### src/rtl/ex_mem_skid_pkg.sv
// Shared constants and enums for the EX->MEM skid register.
// Occupancy encodings and head-source select used by ex_mem_skid.
package ex_mem_skid_pkg;

  localparam int REG_BUS      = 32;
  localparam int REG_ADDR_BUS = 5;

  typedef enum logic [1:0] {
    EXMEM_EMPTY = 2'd0,
    EXMEM_ONE   = 2'd1,
    EXMEM_FULL  = 2'd2
  } occ_e;

  typedef enum logic [1:0] {
    HEAD_FROM_EX   = 2'd0,
    HEAD_FROM_SKID = 2'd1,
    HEAD_CLEAR     = 2'd2
  } head_src_e;

endpackage

### src/rtl/ex_mem_entry.sv
// One {valid,rw,wreg,wdata} slot of the EX->MEM skid buffer.
// Async clear on rst, synchronous flush, and a load strobe.
module ex_mem_entry #(
  parameter int DATA_W = 32,
  parameter int ADDR_W = 5
) (
  input  logic              clk,
  input  logic              rst,
  input  logic              flush,
  input  logic              load,
  input  logic              d_valid,
  input  logic [ADDR_W-1:0] d_rw,
  input  logic              d_wreg,
  input  logic [DATA_W-1:0] d_wdata,
  output logic              q_valid,
  output logic [ADDR_W-1:0] q_rw,
  output logic              q_wreg,
  output logic [DATA_W-1:0] q_wdata
);

  // Flush wins over load so a same-cycle accept is dropped.
  always_ff @(posedge clk or posedge rst) begin
    if (rst) begin
      q_valid <= 1'b0;
      q_rw    <= '0;
      q_wreg  <= 1'b0;
      q_wdata <= '0;
    end else if (flush) begin
      q_valid <= 1'b0;
      q_rw    <= '0;
      q_wreg  <= 1'b0;
      q_wdata <= '0;
    end else if (load) begin
      q_valid <= d_valid;
      q_rw    <= d_rw;
      q_wreg  <= d_wreg;
      q_wdata <= d_wdata;
    end
  end

endmodule

### src/rtl/ex_mem_skid.sv
// EX->MEM pipeline register with a 2-entry skid buffer and registered ex_ready_o.
// Define EX_MEM_FWD_EN to expose head/skid entries to the ID-stage forwarding mux.
module ex_mem_skid
  import ex_mem_skid_pkg::*;
#(
  parameter int DATA_W = REG_BUS,
  parameter int ADDR_W = REG_ADDR_BUS
) (
  input  logic              clk,
  input  logic              rst,
  input  logic              flush_i,
  input  logic              ex_valid_i,
  output logic              ex_ready_o,
  input  logic [ADDR_W-1:0] ex_rw_i,
  input  logic              ex_wreg_i,
  input  logic [DATA_W-1:0] ex_wdata_i,
  output logic              mem_valid_o,
  input  logic              mem_ready_i,
  output logic [ADDR_W-1:0] mem_rw_o,
  output logic              mem_wreg_o,
  output logic [DATA_W-1:0] mem_wdata_o
`ifdef EX_MEM_FWD_EN
  ,
  output logic              fwd0_wreg_o,
  output logic [ADDR_W-1:0] fwd0_rw_o,
  output logic [DATA_W-1:0] fwd0_wdata_o,
  output logic              fwd1_wreg_o,
  output logic [ADDR_W-1:0] fwd1_rw_o,
  output logic [DATA_W-1:0] fwd1_wdata_o
`endif
);

  occ_e              state, next_state;
  head_src_e         head_src;
  logic              accept, deliver;
  logic              head_load, skid_load, skid_fill;
  logic              head_d_valid, head_d_wreg;
  logic [ADDR_W-1:0] head_d_rw;
  logic [DATA_W-1:0] head_d_wdata;
  logic              head_valid, head_wreg, skid_valid, skid_wreg;
  logic [ADDR_W-1:0] head_rw, skid_rw;
  logic [DATA_W-1:0] head_wdata, skid_wdata;

  assign accept  = ex_valid_i & ex_ready_o;
  assign deliver = mem_valid_o & mem_ready_i;

  always_comb begin
    next_state = state;
    head_load  = 1'b0;
    head_src   = HEAD_FROM_EX;
    skid_load  = 1'b0;
    skid_fill  = 1'b0;
    unique case (state)
      EXMEM_EMPTY: begin
        if (accept) begin
          next_state = EXMEM_ONE;
          head_load  = 1'b1;
        end
      end
      EXMEM_ONE: begin
        if (accept && !deliver) begin
          next_state = EXMEM_FULL;
          skid_load  = 1'b1;
          skid_fill  = 1'b1;
        end else if (accept && deliver) begin
          head_load = 1'b1;
        end else if (deliver) begin
          next_state = EXMEM_EMPTY;
          head_load  = 1'b1;
          head_src   = HEAD_CLEAR;
        end
      end
      EXMEM_FULL: begin
        if (deliver) begin
          next_state = EXMEM_ONE;
          head_load  = 1'b1;
          head_src   = HEAD_FROM_SKID;
          skid_load  = 1'b1;
        end
      end
      default: next_state = EXMEM_EMPTY;
    endcase
    if (flush_i) next_state = EXMEM_EMPTY;
  end

  always_comb begin
    head_d_valid = 1'b0;
    head_d_rw    = '0;
    head_d_wreg  = 1'b0;
    head_d_wdata = '0;
    case (head_src)
      HEAD_FROM_EX: begin
        head_d_valid = 1'b1;
        head_d_rw    = ex_rw_i;
        head_d_wreg  = ex_wreg_i;
        head_d_wdata = ex_wdata_i;
      end
      HEAD_FROM_SKID: begin
        head_d_valid = skid_valid;
        head_d_rw    = skid_rw;
        head_d_wreg  = skid_wreg;
        head_d_wdata = skid_wdata;
      end
      default: ;
    endcase
  end

  // ex_ready_o is registered from the next occupancy so MEM back-pressure never reaches EX combinationally.
  always_ff @(posedge clk or posedge rst) begin
    if (rst) begin
      state      <= EXMEM_EMPTY;
      ex_ready_o <= 1'b1;
    end else begin
      state      <= next_state;
      ex_ready_o <= (next_state != EXMEM_FULL);
    end
  end

  ex_mem_entry #(.DATA_W(DATA_W), .ADDR_W(ADDR_W)) u_head (
    .clk     (clk),
    .rst     (rst),
    .flush   (flush_i),
    .load    (head_load),
    .d_valid (head_d_valid),
    .d_rw    (head_d_rw),
    .d_wreg  (head_d_wreg),
    .d_wdata (head_d_wdata),
    .q_valid (head_valid),
    .q_rw    (head_rw),
    .q_wreg  (head_wreg),
    .q_wdata (head_wdata)
  );

  ex_mem_entry #(.DATA_W(DATA_W), .ADDR_W(ADDR_W)) u_skid (
    .clk     (clk),
    .rst     (rst),
    .flush   (flush_i),
    .load    (skid_load),
    .d_valid (skid_fill),
    .d_rw    (skid_fill ? ex_rw_i : '0),
    .d_wreg  (skid_fill & ex_wreg_i),
    .d_wdata (skid_fill ? ex_wdata_i : '0),
    .q_valid (skid_valid),
    .q_rw    (skid_rw),
    .q_wreg  (skid_wreg),
    .q_wdata (skid_wdata)
  );

  assign mem_valid_o = head_valid;
  assign mem_rw_o    = head_rw;
  assign mem_wreg_o  = head_wreg & head_valid;
  assign mem_wdata_o = head_wdata;

`ifdef EX_MEM_FWD_EN
  // The skid entry is younger, so the ID mux must prefer fwd1 on an rw match.
  assign fwd0_wreg_o  = head_wreg & head_valid;
  assign fwd0_rw_o    = head_rw;
  assign fwd0_wdata_o = head_wdata;
  assign fwd1_wreg_o  = skid_wreg & skid_valid;
  assign fwd1_rw_o    = skid_rw;
  assign fwd1_wdata_o = skid_wdata;
`endif

endmodule
### config.mk
export PLATFORM = sky130hd
export DESIGN_NAME = ex_mem_skid
export DESIGN_NICKNAME = d
export VERILOG_FILES = /design/src/rtl/ex_mem_skid_pkg.sv /design/src/rtl/ex_mem_entry.sv /design/src/rtl/ex_mem_skid.sv
export SDC_FILE = /design/constraint.sdc
export NUM_CORES = 1
export LEC_CHECK = 0
export ABC_AREA = 1
export CAP_MARGIN = 25
export CORE_MARGIN = 2
export CORE_UTILIZATION = 55
export DETAILED_ROUTE_END_ITERATION = 16
export HOLD_SLACK_MARGIN = 0.05
export PLACE_DENSITY = 0.9
export SLEW_MARGIN = 0
export SYNTH_ARGS = -nofsm -noshare
export SYNTH_HDL_FRONTEND = slang
export SYNTH_HIERARCHICAL = 1
export SYNTH_SLANG_ARGS = --single-unit
### constraint.sdc
create_clock -name clk -period 3.7 [get_ports clk]
set_input_delay 0.74 -clock clk [delete_from_list [all_inputs] [get_ports clk]]
set_output_delay 0.74 -clock clk [all_outputs]
set_load 0.005 [all_outputs]
==> impl_metrics.yaml <==
sta:
  fin_ws_ns: 1.15
  finalCriticalPeriod_ns: 2.55
  clock_skew_ns: 0.00544
  layout_worst_path_cycle_share_pct: 68.8
  tns_ns: 0
  fmax_mhz: 393
  rsz0062_at_grt: "false"
  setup_viol: 0
  hold_violations: 0
  drv_slew: 0
  tightest_slew_ns: 0.940
  slew_headroom_pct: 37.2
power_and_ir_drop:
  powerDensity_nw_per_um2: 384
  leakage_nw: 2.69
  ir_drop_uv: 199
worst_setup_path:
  path_max_fanout: 38
  crit_required_ns: 3.99
  start_kind: "input port"
  crit_arrival_ns: 2.83
  critPathKind: "in -> reg"
  endpoint_kind: "register"
global_route:
  grt_pass1_wl_um: 17700
  first_global_vias: 3911
  gr-usage-met3_pct: 4.23
  track_usage_pct: 26.3
  grt-busiest-layer: "met2"
  grt_max_degree: 41
  overflow: 0
  antenna_found_initial: 0
  grt.met2_usage_pct: 44.9
  use_met1_pct: 33.2
clock_tree:
  cts_hold_buf: 0
  htree_levels: 3
  clock_latency_ns: 0.35
  cts_resized: 0
  numClockSinks: 81
  postCtsSetupBuffers: 0
  cts-root-buf: "clkbuf_8"
  cts_tree: "done"
  clockBufferDepth: 2
  clk_pin_slew_ns: 0.08
  cts_made_buffers: 9
route:
  wl_per_cell_um: 14.5
  drc: 0
  vias_per_cell: 5.50
  finalWirelength_um: 10500
  drt_iter0_markers: 460
  drt.antenna.violating_nets: 0
  num_vias: 3967
  drtPass1Iterations: 5
synth:
  syn_area_um2: 4210
  synth-seq-area-share_pct: 48.2
  post_synth_num_cell_types: 23
  yosysWarnings: 6
  synth_fp_nets: 604
  syn_area_per_cell_um2: 7.55
  ys_seq_elements: 81
  netlist_instances: 557
job:
  maxCapViolations: 0
die:
  die_width_um: 91.4
  io_pins: 83
  die_h_um: 91.4
  initial_core_util_pct: 57.4
  placementRows: 31
  design.die.area_um2: 8360
  core-area_um2: 7330
cells_and_area:
  utilization_pct: 70.3
  drive_gt1_share_pct: 5.63
  nets: 665
  area_growth_pct: 22.6
  n_antenna_cell: 0
  fillers: 518
place:
  post-dp-hpwl_um: 6560
  dpl_worst_slack_ns: 0.870
  routabilityCongestion: 0.836
  io_buffers: 82
status:
  status: "finished, final reports clean"
worst_hold_path:
  hold_path_class: "reg -> reg"
[through the flow]
step           instances  total power, W  hold WS [ns]  instance area [um^2]
2_1_floorplan        557         0.00120         0.442                  4210
3_3_place_gp         706         0.00137         0.453                  4970
3_5_place_dp         706         0.00139         0.458                  4970
4_1_cts              721         0.00198         0.477                  5150
5_1_grt              721         0.00206         0.500                  5150
6_report             721         0.00198         0.474                  5150
[power by group]
part	internal (W)	switching (W)	total [W]
Clock	0.000295	0.000304	0.000598
Combinational	0.000185	0.000225	0.000410
Sequential	0.000935	0.0000326	0.000968
[sequential cells by signal, summed over array words and instances, names as in the netlist]
name	count
state	2
u_head/q_wdata	32
u_skid/q_wdata	32
u_head/q_wreg	1
u_head/q_valid	1
u_skid/q_valid	1
ex_ready_o	1
u_head/q_rw	5
u_skid/q_rw	5
u_skid/q_wreg	1
[routing by layer]
metal  wire length (um)  vias to the layer above
met4                199                        0
met2               5160                      219
li1                   -                     1846
met1               4290                     1882
met3                839                       20
met5                  0                        -
[cell usage in the layout, fill, tap and decap left out]
cell and instances:
buf_4 4, dfstp_2 1, clkdlybuf4s50_1 82, nand2_1 174, o22ai_2 1, inv_1 87
clkbuf_1 1, ha_1 4, clkinvlp_4 1, nand4_4 1, nand3_1 79, nor2_4 2
a21boi_4 1, or2_2 1, inv_4 1, clkinv_1 1, a31o_2 1, clkbuf_8 12
clkinv_2 1, inv_2 3, o22ai_1 37, nand2_2 3, a21oi_1 4, dfrtp_1 80
nor2_1 38, nand3_2 2
[worst max-delay path, stage by stage]
cell and delay, ns:
clkdlybuf4s50_1 0.46, nand2_1 0.15, nand4_4 0.15, nand3_2 0.63, o22ai_1 0.42, nand3_1 0.14
nand2_1 0.11
[path summary, 6_finish.rpt]
| check | startpoint | end | slack [ns] | cells after the start |
|---|---|---|---|---|
| min in group asynchronous | rst | state[0] | 0.65 | 2 |
| max | ex_valid_i | u_head/q_wdata[13] | 1.15 | 7 |
| min reg2reg | u_skid/q_wdata[30] | u_skid/q_wdata[30] | 0.47 | 2 |
| min | u_skid/q_wdata[30] | u_skid/q_wdata[30] | 0.47 | 2 |
| max in group asynchronous | rst | u_skid/q_wdata[28] | 2.19 | 3 |
| max reg2reg | state[0] | u_head/q_wdata[13] | 1.33 | 7 |
[layout make-up]
type / instances / area [um^2] / share of cell area (%)
multi-input cells: 348 / 1620 / 31.5
inverters: 92 / 348 / 6.75
repair buffers: 86 / 851 / 16.5
clock inverters: 2 / 12.5 / 0.243
flip-flops and latches: 81 / 2030 / 39.4
well taps: 99 / 124 / 2.40
clock buffers: 13 / 169 / 3.28
[kinds of logic after synthesis]
| logic type | after synthesis | share of synthesized area (%) |
|---|---|---|
| buf+inv | 128 | 13.8 |
| simple gates | 300 | 30.1 |
| compound gates | 44 | 6.66 |
| fa+ha+maj | 4 | 1.19 |
| flops | 81 | 48.2 |
[synth_stat cells]
master	number	area (um^2)
buf_4	8	60.1
clkbuf_1	4	15.0
buf_2	13	65.1
inv_4	1	6.26
buf_6	7	78.8
dfstp_2	1	26.3
ha_1	4	50.1
o22ai_1	37	231
or2_2	1	6.26
a21oi_1	4	20.0
nor2_1	40	150
o22ai_2	1	12.5
inv_2	2	7.51
dfrtp_1	80	2000
nand3_2	2	20.0
buf_1	4	15.0
a21boi_0	1	7.51
nand2_1	174	653
a31o_2	1	8.76
inv_1	89	334
nand3_1	79	395
nand2_2	3	18.8
nand4_4	1	21.3
No activity file was read; power rests on OpenSTA's default activity.
